==> config.mk <==
export PLATFORM = sky130hd
export DESIGN_NAME = display_arbiter
export DESIGN_NICKNAME = d
export VERILOG_FILES = /design/src/rtl/display_pkg.sv /design/src/rtl/hex_to_7seg.sv /design/src/rtl/display_arbiter.sv
export SDC_FILE = /design/constraint.sdc
export NUM_CORES = 1
export LEC_CHECK = 0
export ABC_AREA = 1
export CAP_MARGIN = 20
export CORE_ASPECT_RATIO = 0.8
export CORE_MARGIN = 3
export CORE_UTILIZATION = 53
export DETAILED_ROUTE_END_ITERATION = 8
export PLACE_DENSITY_LB_ADDON = 0.08
export SLEW_MARGIN = 40
export SYNTH_ARGS = -nofsm -noshare
export SYNTH_HDL_FRONTEND = slang
export SYNTH_SLANG_ARGS = --single-unit
export TNS_END_PERCENT = 20
==> constraint.sdc <==
create_clock -name clk_i -period 2.66 [get_ports clk_i]
set_input_delay 0.266 -clock clk_i [delete_from_list [all_inputs] [get_ports clk_i]]
set_output_delay 0.266 -clock clk_i [all_outputs]
set_load 0.02 [all_outputs]
==> src/rtl/display_pkg.sv <==
// Shared constants for the display arbiter: FSM encodings, segment codes and the
// dwell-length helper.
package display_pkg;

  localparam logic [1:0] StIdle  = 2'd0;
  localparam logic [1:0] StGrant = 2'd1;
  localparam logic [1:0] StDwell = 2'd2;

  localparam logic [6:0] SEG_BLANK = 7'b1111111;

  // Active-low {g,f,e,d,c,b,a}, indexed by nibble value (entry 15 listed first).
  localparam logic [15:0][6:0] HEX_SEG = {
    7'b0001110, 7'b0000110, 7'b0100001, 7'b1000110,
    7'b0000011, 7'b0001000, 7'b0010000, 7'b0000000,
    7'b1111000, 7'b0000010, 7'b0010010, 7'b0011001,
    7'b0110000, 7'b0100100, 7'b1111001, 7'b1000000
  };

  function automatic int unsigned dwell_cycles(input int unsigned freq, input int unsigned ms);
    int unsigned cycles;
    cycles = (freq / 1000) * ms;
    return (cycles == 0) ? 1 : cycles;
  endfunction

endpackage

==> src/rtl/hex_to_7seg.sv <==
// Single hex nibble to active-low seven-segment code.
module hex_to_7seg
  import display_pkg::*;
(
  input  logic [3:0] hex_i,
  output logic [6:0] seg_o
);

  assign seg_o = HEX_SEG[hex_i];

endmodule

==> src/rtl/display_arbiter.sv <==
// Round-robin arbiter sharing the 8-digit display between four requesters; each grant
// is held for a minimum dwell time before the next pending request is served.
module display_arbiter
  import display_pkg::*;
#(
  parameter int unsigned SOURCE_FREQ = 100000000,
  parameter int unsigned DWELL_MS    = 500
) (
  input  logic        clk_i,
  input  logic        rst_ni,
  input  logic [3:0]  req_i,
  input  logic [31:0] data0_i,
  input  logic [31:0] data1_i,
  input  logic [31:0] data2_i,
  input  logic [31:0] data3_i,
  input  logic [3:0]  exp_i,
  output logic [3:0]  ack_o,
  output logic [1:0]  grant_id_o,
  output logic        busy_o,
  output logic        shown_o,
  output logic [6:0]  seg0_o,
  output logic [6:0]  seg1_o,
  output logic [6:0]  seg2_o,
  output logic [6:0]  seg3_o,
  output logic [6:0]  seg4_o,
  output logic [6:0]  seg5_o,
  output logic [6:0]  seg6_o,
  output logic [6:0]  seg7_o,
  output logic        exp_flag_o
);

  localparam int unsigned DwellCycles = dwell_cycles(SOURCE_FREQ, DWELL_MS);
  localparam logic [31:0] DwellLast   = DwellCycles - 32'd1;

  logic [1:0]       state_q, state_d;
  logic [1:0]       grant_q, grant_d;
  logic [1:0]       last_q, last_d;
  logic [31:0]      cnt_q, cnt_d;
  logic [31:0]      word_q, word_d;
  logic             exp_q, exp_d;
  logic             shown_q, shown_d;
  logic [1:0]       winner;
  logic             found;
  logic [1:0]       idx;
  logic [3:0][31:0] data_all;
  logic             granted;

  assign data_all = {data3_i, data2_i, data1_i, data0_i};
  assign granted  = (state_q == StGrant) && req_i[grant_q];

  // Scan last+1, last+2, ... so the most recently served requester goes last.
  always_comb begin
    winner = last_q;
    found  = 1'b0;
    idx    = '0;
    for (int k = 1; k <= 4; k++) begin
      idx = last_q + 2'(k);
      if (!found && req_i[idx]) begin
        winner = idx;
        found  = 1'b1;
      end
    end
  end

  always_comb begin
    state_d = state_q;
    grant_d = grant_q;
    last_d  = last_q;
    cnt_d   = cnt_q;
    word_d  = word_q;
    exp_d   = exp_q;
    shown_d = shown_q;
    case (state_q)
      StIdle: begin
        if (|req_i) begin
          grant_d = winner;
          state_d = StGrant;
        end
      end
      StGrant: begin
        if (req_i[grant_q]) begin
          word_d  = data_all[grant_q];
          exp_d   = exp_i[grant_q];
          shown_d = 1'b1;
          last_d  = grant_q;
          cnt_d   = '0;
          state_d = StDwell;
        end else begin
          state_d = StIdle;
        end
      end
      StDwell: begin
        cnt_d = cnt_q + 32'd1;
        if (cnt_q == DwellLast) begin
          if (|req_i) begin
            grant_d = winner;
            state_d = StGrant;
          end else begin
            state_d = StIdle;
          end
        end
      end
      default: state_d = StIdle;
    endcase
  end

  always_ff @(posedge clk_i or negedge rst_ni) begin
    if (!rst_ni) begin
      state_q <= StIdle;
      grant_q <= 2'd0;
      last_q  <= 2'd3;
      cnt_q   <= '0;
      word_q  <= '0;
      exp_q   <= 1'b0;
      shown_q <= 1'b0;
    end else begin
      state_q <= state_d;
      grant_q <= grant_d;
      last_q  <= last_d;
      cnt_q   <= cnt_d;
      word_q  <= word_d;
      exp_q   <= exp_d;
      shown_q <= shown_d;
    end
  end

  logic [7:0][6:0] seg_enc;
  logic [7:0][6:0] seg_out;

  // Blank until the first word is latched so the reset value of word_q never shows.
  for (genvar i = 0; i < 8; i++) begin : g_digit
    hex_to_7seg u_hex (
      .hex_i (word_q[4*i +: 4]),
      .seg_o (seg_enc[i])
    );
    assign seg_out[i] = shown_q ? seg_enc[i] : SEG_BLANK;
  end

  assign ack_o      = granted ? (4'b0001 << grant_q) : 4'b0000;
  assign grant_id_o = grant_q;
  assign busy_o     = (state_q == StGrant) || (state_q == StDwell);
  assign shown_o    = shown_q;
  assign exp_flag_o = shown_q & exp_q;
  assign seg0_o     = seg_out[0];
  assign seg1_o     = seg_out[1];
  assign seg2_o     = seg_out[2];
  assign seg3_o     = seg_out[3];
  assign seg4_o     = seg_out[4];
  assign seg5_o     = seg_out[5];
  assign seg6_o     = seg_out[6];
  assign seg7_o     = seg_out[7];

endmodule

==> Word-level counts from Yosys, hierarchy flattened <==
Memories as Yosys holds them, arrays and structs flattened.
Cells that the tools add are included.
{ "totals": {"register_bits": 72, "rom_bits": 896, "input_bits": 138, "out_inout_bits": 65, "memories": 8} }
{ "classes": {"n_addsub": 4, "order_cmp": 13, "eq_ne": 6, "shifts": 1, "muxes": 48, "bitwise_logic": 1, "reduce_logical": 16} }
{ "mem_list": {"columns": ["name", "depth", "word_bits", "read_ports", "rd_ports_with_merged_regs", "wr", "line", "rtl"], "rows": [
  ["(no name shown)", 16, 7, 1, 0, 0, "hex_to_7seg.sv:9", "assign seg_o = HEX_SEG[hex_i];"],
  ["(no name shown)", 16, 7, 1, 0, 0, "hex_to_7seg.sv:9", null],
  ["(no name shown)", 16, 7, 1, 0, 0, "hex_to_7seg.sv:9", null],
  ["(no name shown)", 16, 7, 1, 0, 0, "hex_to_7seg.sv:9", null],
  ["(no name shown)", 16, 7, 1, 0, 0, "hex_to_7seg.sv:9", null],
  ["(no name shown)", 16, 7, 1, 0, 0, "hex_to_7seg.sv:9", null],
  ["2 more memories", null, null, null, null, null, null, null]
]} }
{ "ops": {"columns": ["op", "n"], "rows": [
  ["$mux W7", 16],
  ["$bmux W32 S2", 1],
  ["$mux W32", 2],
  ["$pmux W32 S2", 1],
  ["$lt A4 B5 Y1 const B", 8],
  ["$add A32 B1 Y32 const B", 1],
  ["$eq A32 B26 Y1 const B", 1],
  ["$mux W2", 9],
  ["$lt A2 B3 Y1 const B", 5],
  ["$bmux W1 S2", 6],
  ["$mux W1", 10],
  ["$reduce_and A2 Y1", 4],
  ["$pmux W2 S3", 1],
  ["$add A2 B2 Y2 const B", 2],
  ["$logic_and A1 B1 Y1", 4],
  ["$mux W4", 1],
  ["$ne A2 B2 Y1 const B", 2],
  ["$pmux W2 S2", 1],
  ["$reduce_bool A2 Y1", 2],
  ["$reduce_or A4 Y1", 1],
  ["$shl A1 B2 Y4 const A", 1],
  ["$logic_not A1 Y1", 3],
  ["$add A2 B1 Y2 const B", 1],
  ["$eq A2 B1 Y1 const B", 1],
  ["5 further kinds", 5]
]} }

==> Longest topological paths before layout <==
Gate-level depths: netlist of run 1.
{ "logic_depth": {"depth_word": 16, "depth_mapped": 12, "ltp_nobuf": 11} }

==> Cells and area by module <==
From an unflattened synthesis of run 1, not the netlist that was laid out.
{ "unflattened": {"hier_cells": 1241, "area_unflattened_um2": 7815.0} }
{ "modules_own_cells": {"columns": ["module", "instances", "cells_each", "area_per_inst_um2"], "rows": [
  ["display_arbiter", 1, 849, 5622.9],
  ["hex_to_7seg", 8, 49, 274.0]
]} }

==> Least setup slack after synthesis of run 1 <==
Ideal clock, no wire load.
{ "synth_timing": {"path_kind": "register to output", "startpoint": "reg grant_q[0] (netlist: grant_id_o[0])", "endpoint": "out ack_o[3]", "arrival_ns": 1.607, "path_slack_ns": 0.787, "path_stages_with_launch": 10, "cell_sequence": "dfrtp_1 > buf_4 > o21ai_1 > nand2_1 > nand2_1 > nand2_2 > inv_2 > buf_2 > nand2_1 > nor2_1"} }
{ "synth_via": {"elab_chain_len": 4, "elab_cells_between_ends": 5, "classes_between": "shift: 1; mux: 3; reduce/logical: 1"} }
{ "synth_lines": {"columns": ["element", "line", "rtl"], "rows": [
  ["start: declaration", "display_arbiter.sv:36", "logic [1:0] grant_q, grant_d;"],
  ["start signal: assignment", "display_arbiter.sv:118", "grant_q <= grant_d;"],
  ["$bmux W1 S2", "display_arbiter.sv:49", "assign granted = (state_q == StGrant) && req_i[grant_q];"],
  ["$mux W1 (not written as such)", "display_arbiter.sv:49", null],
  ["$logic_and A1 B1 Y1", "display_arbiter.sv:49", null],
  ["$mux W4 (*)", "display_arbiter.sv:139", "assign ack_o = granted ? (4'b0001 << grant_q) : 4'b0000;"],
  ["end: declaration", "display_arbiter.sv:17", "output logic [3:0] ack_o,"]
]} }
Mark *: on every way between the ends. The rest lies on a longest branch, timed or not. The select of a mux whose other input is x is not followed.

==> Worst setup path after layout of run 1 <==
{ "layout_timing": {"startpoint": "reg word_q[28]", "endpoint": "out seg7_o[2]"} }
{ "layout_via": {"elab_chain_len": 3} }
{ "layout_lines": {"columns": ["element", "line", "rtl"], "rows": [
  ["start: declaration", "display_arbiter.sv:39", "logic [31:0] word_q, word_d;"],
  ["start signal: assignment", "display_arbiter.sv:121", "word_q <= word_d;"],
  ["$mem_v2 Z16 W7", null, null],
  ["$mux W7 (not written as such)", "hex_to_7seg.sv:9", null],
  ["$mux W7", "display_arbiter.sv:136", "assign seg_out[i] = shown_q ? seg_enc[i] : SEG_BLANK;"],
  ["end: declaration", "display_arbiter.sv:28", "output logic [6:0] seg7_o,"]
]} }
No other way between the ends. The select of a mux whose other input is x is not followed.

==> results of run 1 <==
[cells in the final DEF, fill, tap and decap left out, drive strengths merged, types with 5 or more instances in the layout]
cell type	n
o21ai	103
o311ai	8
a21oi	23
nor2	71
nor3	14
dfrtp	70
a31oi	14
clkbuf	13
clkdlybuf4s50	197
o211ai	8
inv	127
nand3	152
buf	14
ha	53
or2	5
nand2	310
o2111ai	37
nand4	23
[power by group]
| group | total (mW) | switching (mW) | internal, mW |
|---|---|---|---|
| sequential | 1.92 | 0.514 | 1.41 |
| clock | 1.22 | 0.466 | 0.752 |
| combinational | 7.02 | 4.26 | 2.76 |
[worst paths after layout]
| check | endpoint | slack (ns) | cells past startpoint |
|---|---|---|---|
| worst max-delay path | seg7_o[2] | 0.02 | 5 |
| worst min-delay path | exp_q | 0.48 | 2 |
| worst max register to register | cnt_q[12] | 0.44 | 6 |
| worst min register to register | exp_q | 0.48 | 2 |
| max in group asynchronous | grant_id_o[0] | 1.63 | 2 |
| min in group asynchronous | cnt_q[23] | 0.50 | 2 |
[area by class of cell]
type / instances / area, um2
sequential: 72 / 1805
multi-input combinational: 827 / 4442
timing repair buffer: 216 / 2153
fill: 1080 / 3515
clock inverter: 3 / 42.54
inverter: 130 / 489.2
clock buffer: 13 / 250.2
tap: 175 / 219.0
[through the flow]
stage	hold WS [ns]	setup WS (ns)	instance area (um2)
3_5_place_dp	0.3332	0.2249	9087
3_3_place_gp	0.4584	0.2772	9084
5_1_grt	0.5197	0.005257	9402
6_report	0.4846	0.01570	9402
2_1_floorplan	-0.02959	0.7866	7042
4_1_cts	0.4852	0.08741	9392
[synth_stat cells, drive strengths merged]
| library cell | instances | area, um2 |
|---|---|---|
| xor2 | 3 | 26.28 |
| dfrtp | 70 | 1752 |
| nand4 | 23 | 143.9 |
| a21oi | 23 | 115.1 |
| ha | 53 | 663.1 |
| a21o | 3 | 22.52 |
| buf | 20 | 148.9 |
| a31oi | 14 | 87.58 |
| nor3 | 14 | 70.07 |
| o21ai | 103 | 519.3 |
| o2111ai | 37 | 436.7 |
| clkinv | 3 | 11.26 |
| or2 | 5 | 31.28 |
| o211ai | 8 | 60.06 |
| dfstp | 2 | 52.55 |
| clkbuf | 43 | 161.4 |
| nand3 | 152 | 760.7 |
| nand2 | 310 | 1166 |
| nor2 | 71 | 266.5 |
| o311ai | 8 | 70.07 |
| inv | 127 | 476.7 |
[logic make-up (layout without fill, tap and decap cells)]
kind of cell,count (synthesis),in the layout,synth area share (%)
compound gates,196,196,18.62
xor+xnor,3,3,0.3732
fa+ha+maj,53,53,9.417
buf+inv,193,362,11.34
flops,72,72,25.62
simple gates,575,575,34.63
[worst register-to-register path, stage by stage (launching register included)]
cell     delay, ns
dfrtp_1       0.41
inv_1         0.10
ha_1          0.17
inv_1         0.07
o21ai_2       0.66
inv_2         0.41
o21ai_0       0.29
[layer usage]
metal  vias to the layer above  routed length (um)  global-route usage, %
met4                         0                 337                  6.977
met2                       345                9826                  44.90
met1                      3658               10200                  43.44
met3                        31                2154                  6.919
li1                       3984                   -                      -
met5                         -                   0                      0
[repair_timing]
item	4_1_cts	5_1_grt
endpoints found under the hold margin	70	0
resized for setup	2	4
buffers inserted	0	0
pin swaps	0	0
setup endpoints to repair	5	4
hold buffers	1	0
[state kept, by name, summed over array words and instances (netlist names)]
signal / cells
last_q: 2
state_q: 2
exp_q: 1
word_q: 32
grant_id_o: 2
cnt_q: 32
shown_o: 1
==> qor.yml, run 1 <==
pwr:
  p_total_mw: 10.16
  ir_drop_mv: 1.303
  powerDensity_mw_per_mm2: 1080
  leakagePower_nw: 4.293
finish:
  final_core_util_pct: 72.79
  stdcell_count: 1436
  antenna_cells: 0
  final_nets: 1447
  layout-drive-gt1-share_pct: 4.758
  areaGrowthSynthToFinish_pct: 33.51
clock_tree:
  clock_sinks: 72
  root_buffer: "clkbuf_16"
  cts_tree: "yes"
  insertion_delay_ns: 0.34
  numCtsBuffers: 9
  htree_levels: 3
  path_clk_slew_ns: 0.06
  cts_buffer_depth: 2
synth:
  syn_nets: 1283
  yosysSeqAreaShare_pct: 25.62
  syn-instance-count: 1092
  syn-cell-area_mm2: 0.007042
  synth-seq-cells: 72
  synth_area_per_cell_um2: 6.448
  yosys.cell_types.count: 29
  ys_warn_count: 0
critical_path:
  crit_slowest_cell: "clkdlybuf4s50_1"
  cp_max_fo: 7
  cp-startpoint: "word_q[28]"
  crit_top_cell: "inv_1"
  reg2reg_from: "state_q[0]"
  critPathLaunchType: "flop"
  end_kind: "primary output"
  worstPathArrival_ns: 2.38
  critPathKind: "reg2out"
  worstPathRequired_ns: 2.39
  crit_path_cell_trace: "inv_1, ha_1, inv_1, o311ai_1, clkdlybuf4s50_1"
  cp_slowest_stage_delay_ns: 0.72
  crit_buf_inv: 3
  crit_family: "buffers and inverters"
sta:
  finClkSkew_ns: 0.008826
  slew_headroom_pct: 45.13
  worstMarginPinSlew_ns: 0.8230
  min_period_over_period_pct: 99.41
  hold_viol: 0
  rsz0062_at_grt: "false"
  finalSetupViolCount: 0
  slew_violations: 0
  fmax_mhz: 378.2
  setup_tns_ns: 0
  final.min_clock_period_ns: 2.644
worst_hold_path:
  holdCritStartpoint: "exp_q"
  hp-class: "reg2reg"
global_route:
  track_usage_pct: 29.82
  grt_max_degree: 73
  grt_pass1_vias: 7007
  grt.overflow.total: 0
  grt_pass1_wl_um: 35400
  antenna_found_initial: 0
drt:
  dr.first_iter.drc_count: 888
  drc: 0
  drt-total-wl_um: 22520
  dr.pass1.iters: 6
  post_drt_via_cell_ratio: 5.584
  num_vias: 8018
  detail-route-antenna-nets: 0
  routedWlPerCell_um: 15.68
floorplan:
  die_area_mm2: 0.01471
  initial_core_util_pct: 54.52
  die_h_um: 109.1
  placementRows: 37
  core-area_mm2: 0.01292
  ios: 203
  die_w_um: 134.9
place:
  dp.cells: 1419
  io_buffers: 202
  hpwl_um: 16750
  gp_congestion: 0.9743
job:
  drv_cap: 0
run_status:
  status: "finished clean"
(Power assumes the default switching activity.)
==> run 2, diff against run 1 <==
--- a/config.mk
+++ b/config.mk
@@ -11,6 +11,7 @@
 export CORE_MARGIN = 3
 export CORE_UTILIZATION = 53
 export DETAILED_ROUTE_END_ITERATION = 8
+export GPL_TIMING_DRIVEN = 0
 export PLACE_DENSITY_LB_ADDON = 0.08
 export SLEW_MARGIN = 40
 export SYNTH_ARGS = -nofsm -noshare
==> qor.yml, run 2 (synthesis results as in run 1) <==
sta:
  fin_ws_ns: 0.01003  # -0.005668 ns
  slew_headroom_pct: 43.61  # -1.5 points
  min_period_over_period_pct: 99.62  # +0.21 points
  hold_viol: 0  # unchanged
  fmax_mhz: 377.4  # -0.21%
  rsz0062_at_grt: "true"
  final.min_clock_period_ns: 2.650  # +0.005668 ns
  finClkSkew_ns: 0.006083  # -0.002744 ns
  finalSetupViolCount: 0  # unchanged
  worstMarginPinSlew_ns: 0.8458  # +0.02284 ns
  hold_ws_ns: 0.3662  # -0.1184 ns
  slew_violations: 0  # unchanged
global_route:
  grt_pass1_wl_um: 40850  # +15%
  track_usage_pct: 35.78  # +6.0 points
  grt_max_degree: 43  # -41%
  grt_pass1_vias: 7734  # +10%
  antenna_found_initial: 0  # unchanged
  grt.overflow.total: 0  # unchanged
pwr:
  powerDensity_mw_per_mm2: 1117  # +3.4%
  leakagePower_nw: 4.412  # +2.8%
  ir_drop_mv: 0.8786  # -33%
critical_path:
  cp_max_fo: 10  # +3
  critPathLaunchType: "flop"
  reg2reg_from: "grant_id_o[0]"
  worstPathArrival_ns: 2.38  # about the same
  crit_end: "seg7_o[6]"
  critPathKind: "reg2out"
  r2r_slack_ns: 0.65  # +0.21 ns
  cp-startpoint: "shown_o"
  r2r_end: "word_q[31]"
  end_kind: "primary output"
  worstPathRequired_ns: 2.39  # about the same
  reg2reg_depth: 9  # +3
place:
  hpwl_um: 20890  # +25%
  io_buffers: 202  # unchanged
  place_ws_ns: -0.1790  # -0.4039 ns
  gp_congestion: 1.026  # +5.3%
drt:
  detail-route-antenna-nets: 0  # unchanged
  num_vias: 8665  # +8.1%
  post_drt_via_cell_ratio: 5.827  # +4.4%
  drt-total-wl_um: 26980  # +20%
  dr.first_iter.drc_count: 1010  # +14%
  dr.pass1.iters: 5  # -1
  drc: 0  # unchanged
  routedWlPerCell_um: 18.14  # +16%
clock_tree:
  clock_sinks: 72  # unchanged
  post_cts_buffers: 0  # unchanged
  root_buffer: "clkbuf_16"
  insertion_delay_ns: 0.34  # about the same
  path_clk_slew_ns: 0.06  # about the same
  cts_buffer_depth: 2  # unchanged
  numCtsBuffers: 9  # unchanged
  htree_levels: 3  # unchanged
  cts_tree: "yes"
floorplan:
  die_h_um: 109.1  # unchanged
  ios: 203  # unchanged
  die_w_um: 134.9  # unchanged
  die_area_mm2: 0.01471  # unchanged
  placementRows: 37  # unchanged
  core-area_mm2: 0.01292  # unchanged
  initial_core_util_pct: 54.52  # unchanged
finish:
  layout_commonest_cell: "nand2_1"
  final_cell_mix: "nand2_1, clkdlybuf4s50_1, nand3_1"
  layout-drive-gt1-share_pct: 5.869  # +1.1 points
  areaGrowthSynthToFinish_pct: 36.99
  final_nets: 1498  # +3.5%
  antenna_cells: 0  # unchanged
  largestRegisters: "cnt_q (32), word_q (32)"
job:
  drv_cap: 0  # unchanged
worst_hold_path:
  hp-class: "in2async"
run_status:
  status: "finished clean"
==> run 2: changes by cell type in the layout (fill, tap and decap cells not counted), sizes merged <==
cell	delta
clkbuf	+42
buf	+7
clkdlybuf4s50	-3
inv	+3
clkinv	-2
clkinvlp	+2
dlygate4sd2	+2
==> run 2: per-stage QoR <==
step	setup TNS (ns)	util, %	instance area, um2	total power, mW	std cells
2_1_floorplan	0	-	7042	6.268	1092
3_3_place_gp	-86.81	71.87	9283	9.230	1469
3_5_place_dp	-0.2763	72.03	9304	9.322	1470
4_1_cts	0	74.52	9625	10.61	1487
5_1_grt	-0.03150	74.69	9647	11.47	1487
6_report	0	74.69	9647	10.78	1487
==> run 2: repair_timing <==
action | 4_1_cts | 5_1_grt
endpoints found under the setup margin | 13 | 18
hold buffers | 1 | 0
endpoints found under the hold margin | 28 | 0
resized for setup | 8 | 15
==> run 2: layout make-up <==
type                       count  area (um2)
fill                        1032        3269
sequential                    72        1804
clock buffer                  10       239.0
multi-input combinational    827        4447
clock inverter                 6       67.56
tap                          175       219.0
inverter                     130       491.7
buffer                        63       322.8
timing repair buffer         204        2056
==> run 2: worst min-delay path by stage <==
stage	end	slack (ns)	cells past startpoint
after floorplan	cnt_q[0]	-0.03	0
after global placement	exp_q	0.48	2
after detailed placement	cnt_q[9]	0.17	1
after CTS	cnt_q[9]	0.38	2
after global routing	cnt_q[28]	0.39	2
final	cnt_q[9]	0.37	2
==> run 2: routing by layer <==
| metal | vias to the layer above | wire, um | track usage [%] |
|---|---|---|---|
| li1 | 4079 | - | - |
| met2 | 530 | 11550 | 52.61 |
| met3 | 64 | 3268 | 10.24 |
| met4 | 0 | 737 | 12.06 |
| met5 | - | 0 | 0 |
| met1 | 3992 | 11420 | 50.49 |
==> run 2: worst max-delay path: stages (launching register included) <==
cell and delay (ns):
dfrtp_1 0.36, clkbuf_1 0.24, clkbuf_1 0.58, nand3_1 0.25, clkdlybuf4s50_1 0.61
==> run 2: power breakdown <==
group          internal, mW  switching [mW]
clock                 0.755           0.504
combinational          2.93            4.93
sequential             1.41           0.254
total                  5.09            5.69
==> run 3, diff against run 2 <==
--- a/config.mk
+++ b/config.mk
@@ -12,7 +12,8 @@
 export CORE_UTILIZATION = 53
 export DETAILED_ROUTE_END_ITERATION = 8
 export GPL_TIMING_DRIVEN = 0
-export PLACE_DENSITY_LB_ADDON = 0.08
+export PLACE_DENSITY = 0.95
+export SETUP_SLACK_MARGIN = 0.2
 export SLEW_MARGIN = 40
 export SYNTH_ARGS = -nofsm -noshare
 export SYNTH_HDL_FRONTEND = slang
==> qor.yml, run 3 (synthesis results as in run 1) <==
finish:
  fin_area_mm2: 0.009667  # +0.21%
  largestRegisters: "cnt_q (32), word_q (32)"
  layout-drive-gt1-share_pct: 6.178  # +0.31 points
  final_cell_mix: "nand2_1, clkdlybuf4s50_1, nand3_1"
  final_nets: 1498  # unchanged
  layout_commonest_cell: "nand2_1"
  final_core_util_pct: 74.84  # +0.16 points
  stdcell_count: 1486  # -0.067%
  antenna_cells: 0  # unchanged
  areaGrowthSynthToFinish_pct: 37.28
floorplan:
  core-area_mm2: 0.01292  # unchanged
  ios: 203  # unchanged
  die_w_um: 134.9  # unchanged
  placementRows: 37  # unchanged
  die_h_um: 109.1  # unchanged
  die_area_mm2: 0.01471  # unchanged
  initial_core_util_pct: 54.52  # unchanged
sta:
  hold_viol: 0  # unchanged
  min_period_over_period_pct: 94.88  # -4.7 points
  rsz0062_at_grt: "true"
  finClkSkew_ns: 0.005853  # -0.0002294 ns
  slew_headroom_pct: 44.19  # +0.58 points
  fmax_mhz: 396.2  # +5.0%
  finalSetupViolCount: 0  # unchanged
  slew_violations: 0  # unchanged
  final.min_clock_period_ns: 2.524  # -0.1261 ns
  worstMarginPinSlew_ns: 0.8371  # -0.008692 ns
drt:
  drt-total-wl_um: 27250  # +1.0%
  dr.pass1.iters: 7  # +2
  drc: 0  # unchanged
  num_vias: 8856  # +2.2%
  dr.first_iter.drc_count: 1319  # +31%
  detail-route-antenna-nets: 0  # unchanged
  post_drt_via_cell_ratio: 5.960  # +2.3%
  routedWlPerCell_um: 18.34  # +1.1%
critical_path:
  r2r_slack_ns: 0.62  # -0.03 ns
  end_kind: "primary output"
  reg2reg_from: "grant_id_o[1]"
  cp_slowest_stage_delay_ns: 0.62  # about the same
  cp_max_fo: 10  # unchanged
  worstPathRequired_ns: 2.39  # about the same
  cp-startpoint: "shown_o"
  critPathKind: "reg2out"
  critPathLaunchType: "flop"
  crit_end: "seg2_o[4]"
  r2r_end: "word_q[28]"
  reg2reg_depth: 8  # -1
  crit_slowest_cell: "clkdlybuf4s50_1"
  crit_path_cell_trace: "clkbuf_1, clkbuf_1, nand3_1, clkdlybuf4s50_1"
  crit_top_cell: "clkbuf_1"
  worstPathArrival_ns: 2.26  # -0.12 ns
global_route:
  antenna_found_initial: 0  # unchanged
  grt.overflow.total: 0  # unchanged
  grt_pass1_wl_um: 40880  # about the same
  grt_pass1_vias: 7811  # +1.0%
  track_usage_pct: 35.37  # -0.41 points
  grt_max_degree: 55  # +28%
pwr:
  p_seq_share_pct: 15.5  # about the same
  switchingPower_mw: 5.750  # +1.1%
  ir_drop_mv: 0.8083  # -8.0%
  leakagePower_nw: 4.532  # +2.7%
  power.share.clock_pct: 12.2  # +0.5 points
  p_total_mw: 10.81  # +0.29%
  combPwrFrac_pct: 72.3  # -0.6 points
  p_sw_share_pct: 53.18  # +0.44 points
  powerDensity_mw_per_mm2: 1118  # about the same
  p_int_mw: 5.062  # -0.63%
job:
  drv_cap: 0  # unchanged
clock_tree:
  path_clk_slew_ns: 0.06  # about the same
  insertion_delay_ns: 0.34  # about the same
  numCtsBuffers: 9  # unchanged
  cts_buffer_depth: 2  # unchanged
  htree_levels: 3  # unchanged
  cts_tree: "yes"
  root_buffer: "clkbuf_16"
  post_cts_buffers: 0  # unchanged
  clock_sinks: 72  # unchanged
worst_hold_path:
  hp-class: "in2async"
place:
  io_buffers: 202  # unchanged
  hpwl_um: 20860  # -0.14%
  dpl_cell_area_mm2: 0.009311  # about the same
  dp.cells: 1470  # unchanged
  gp_congestion: 0.9921  # -3.3%
run_status:
  status: "finished clean"
## run 3: cell types whose count changed in the layout (fill, tap and decap cells not counted), moves of 2 or more
cell and change:
clkbuf_1 -5, clkbuf_2 +4, clkdlybuf4s50_1 -20, clkinv_2 +3, clkinvlp_4 -2, dlygate4sd2_1 +16
dlymetal6s2s_1 +3, inv_2 -2, o311ai_0 -2, o311ai_1 +2
## run 3: worst min path at each step
stage	endpoint	depth (start not counted)
final	cnt_q[9]	2
after global routing	cnt_q[9]	2
after CTS	cnt_q[25]	2
after detailed placement	cnt_q[18]	1
after global placement	exp_q	2
after floorplan	cnt_q[0]	0
## run 3: routing by layer
| layer | up-vias | GRT usage [%] | part of all wire, % |
|---|---|---|---|
| met5 | - | 0 | 0 |
| met4 | 0 | 11.99 | 4.0 |
| met3 | 112 | 9.225 | 12 |
| met2 | 645 | 51.82 | 43 |
| met1 | 4016 | 50.62 | 41 |
| li1 | 4083 | - | - |
## run 3: power groups by stage
stage	logic, mW	clock network [mW]	registers [mW]
after floorplan	4.64	0	1.63
after global placement	7.58	0	1.66
after detailed placement	7.68	0	1.68
after CTS	7.64	1.32	1.66
after global routing	8.43	1.38	1.72
final	7.82	1.32	1.68
## run 3: timing repair
item                                    in CTS  in global routing
gates resized for setup                     38                 16
endpoints found under the hold margin       18                  0
endpoints found under the setup margin      44                 41
hold buffers                                 1                  0
## run 3: layout make-up
cell class,count,area (um2)
Clock inverter,5,81.33
Sequential cell,72,1804
Tap cell,175,219.0
Inverter,130,491.7
Timing Repair Buffer,204,2052
Fill cell,980,3249
Buffer,63,335.3
Multi-Input combinational cell,827,4444
Clock buffer,10,239.0
## run 3: per-stage QoR
step | hold slack, ns | TNS (ns) | setup WS [ns]
after global placement | 0.4625 | -85.76 | -1.216
final | 0.3305 | 0 | 0.1361
after CTS | 0.3377 | 0 | 0.2035
after detailed placement | 0.1275 | -0.5258 | -0.2623
after floorplan | -0.02959 | 0 | 0.7866
after global routing | 0.3503 | 0 | 0.06991
## run 3: critical path, delay by kind of cell (launching register included)
kind          cells  cell delay, ns
flops             1            0.38
buf+inv           3            1.38
simple gates      1            0.17
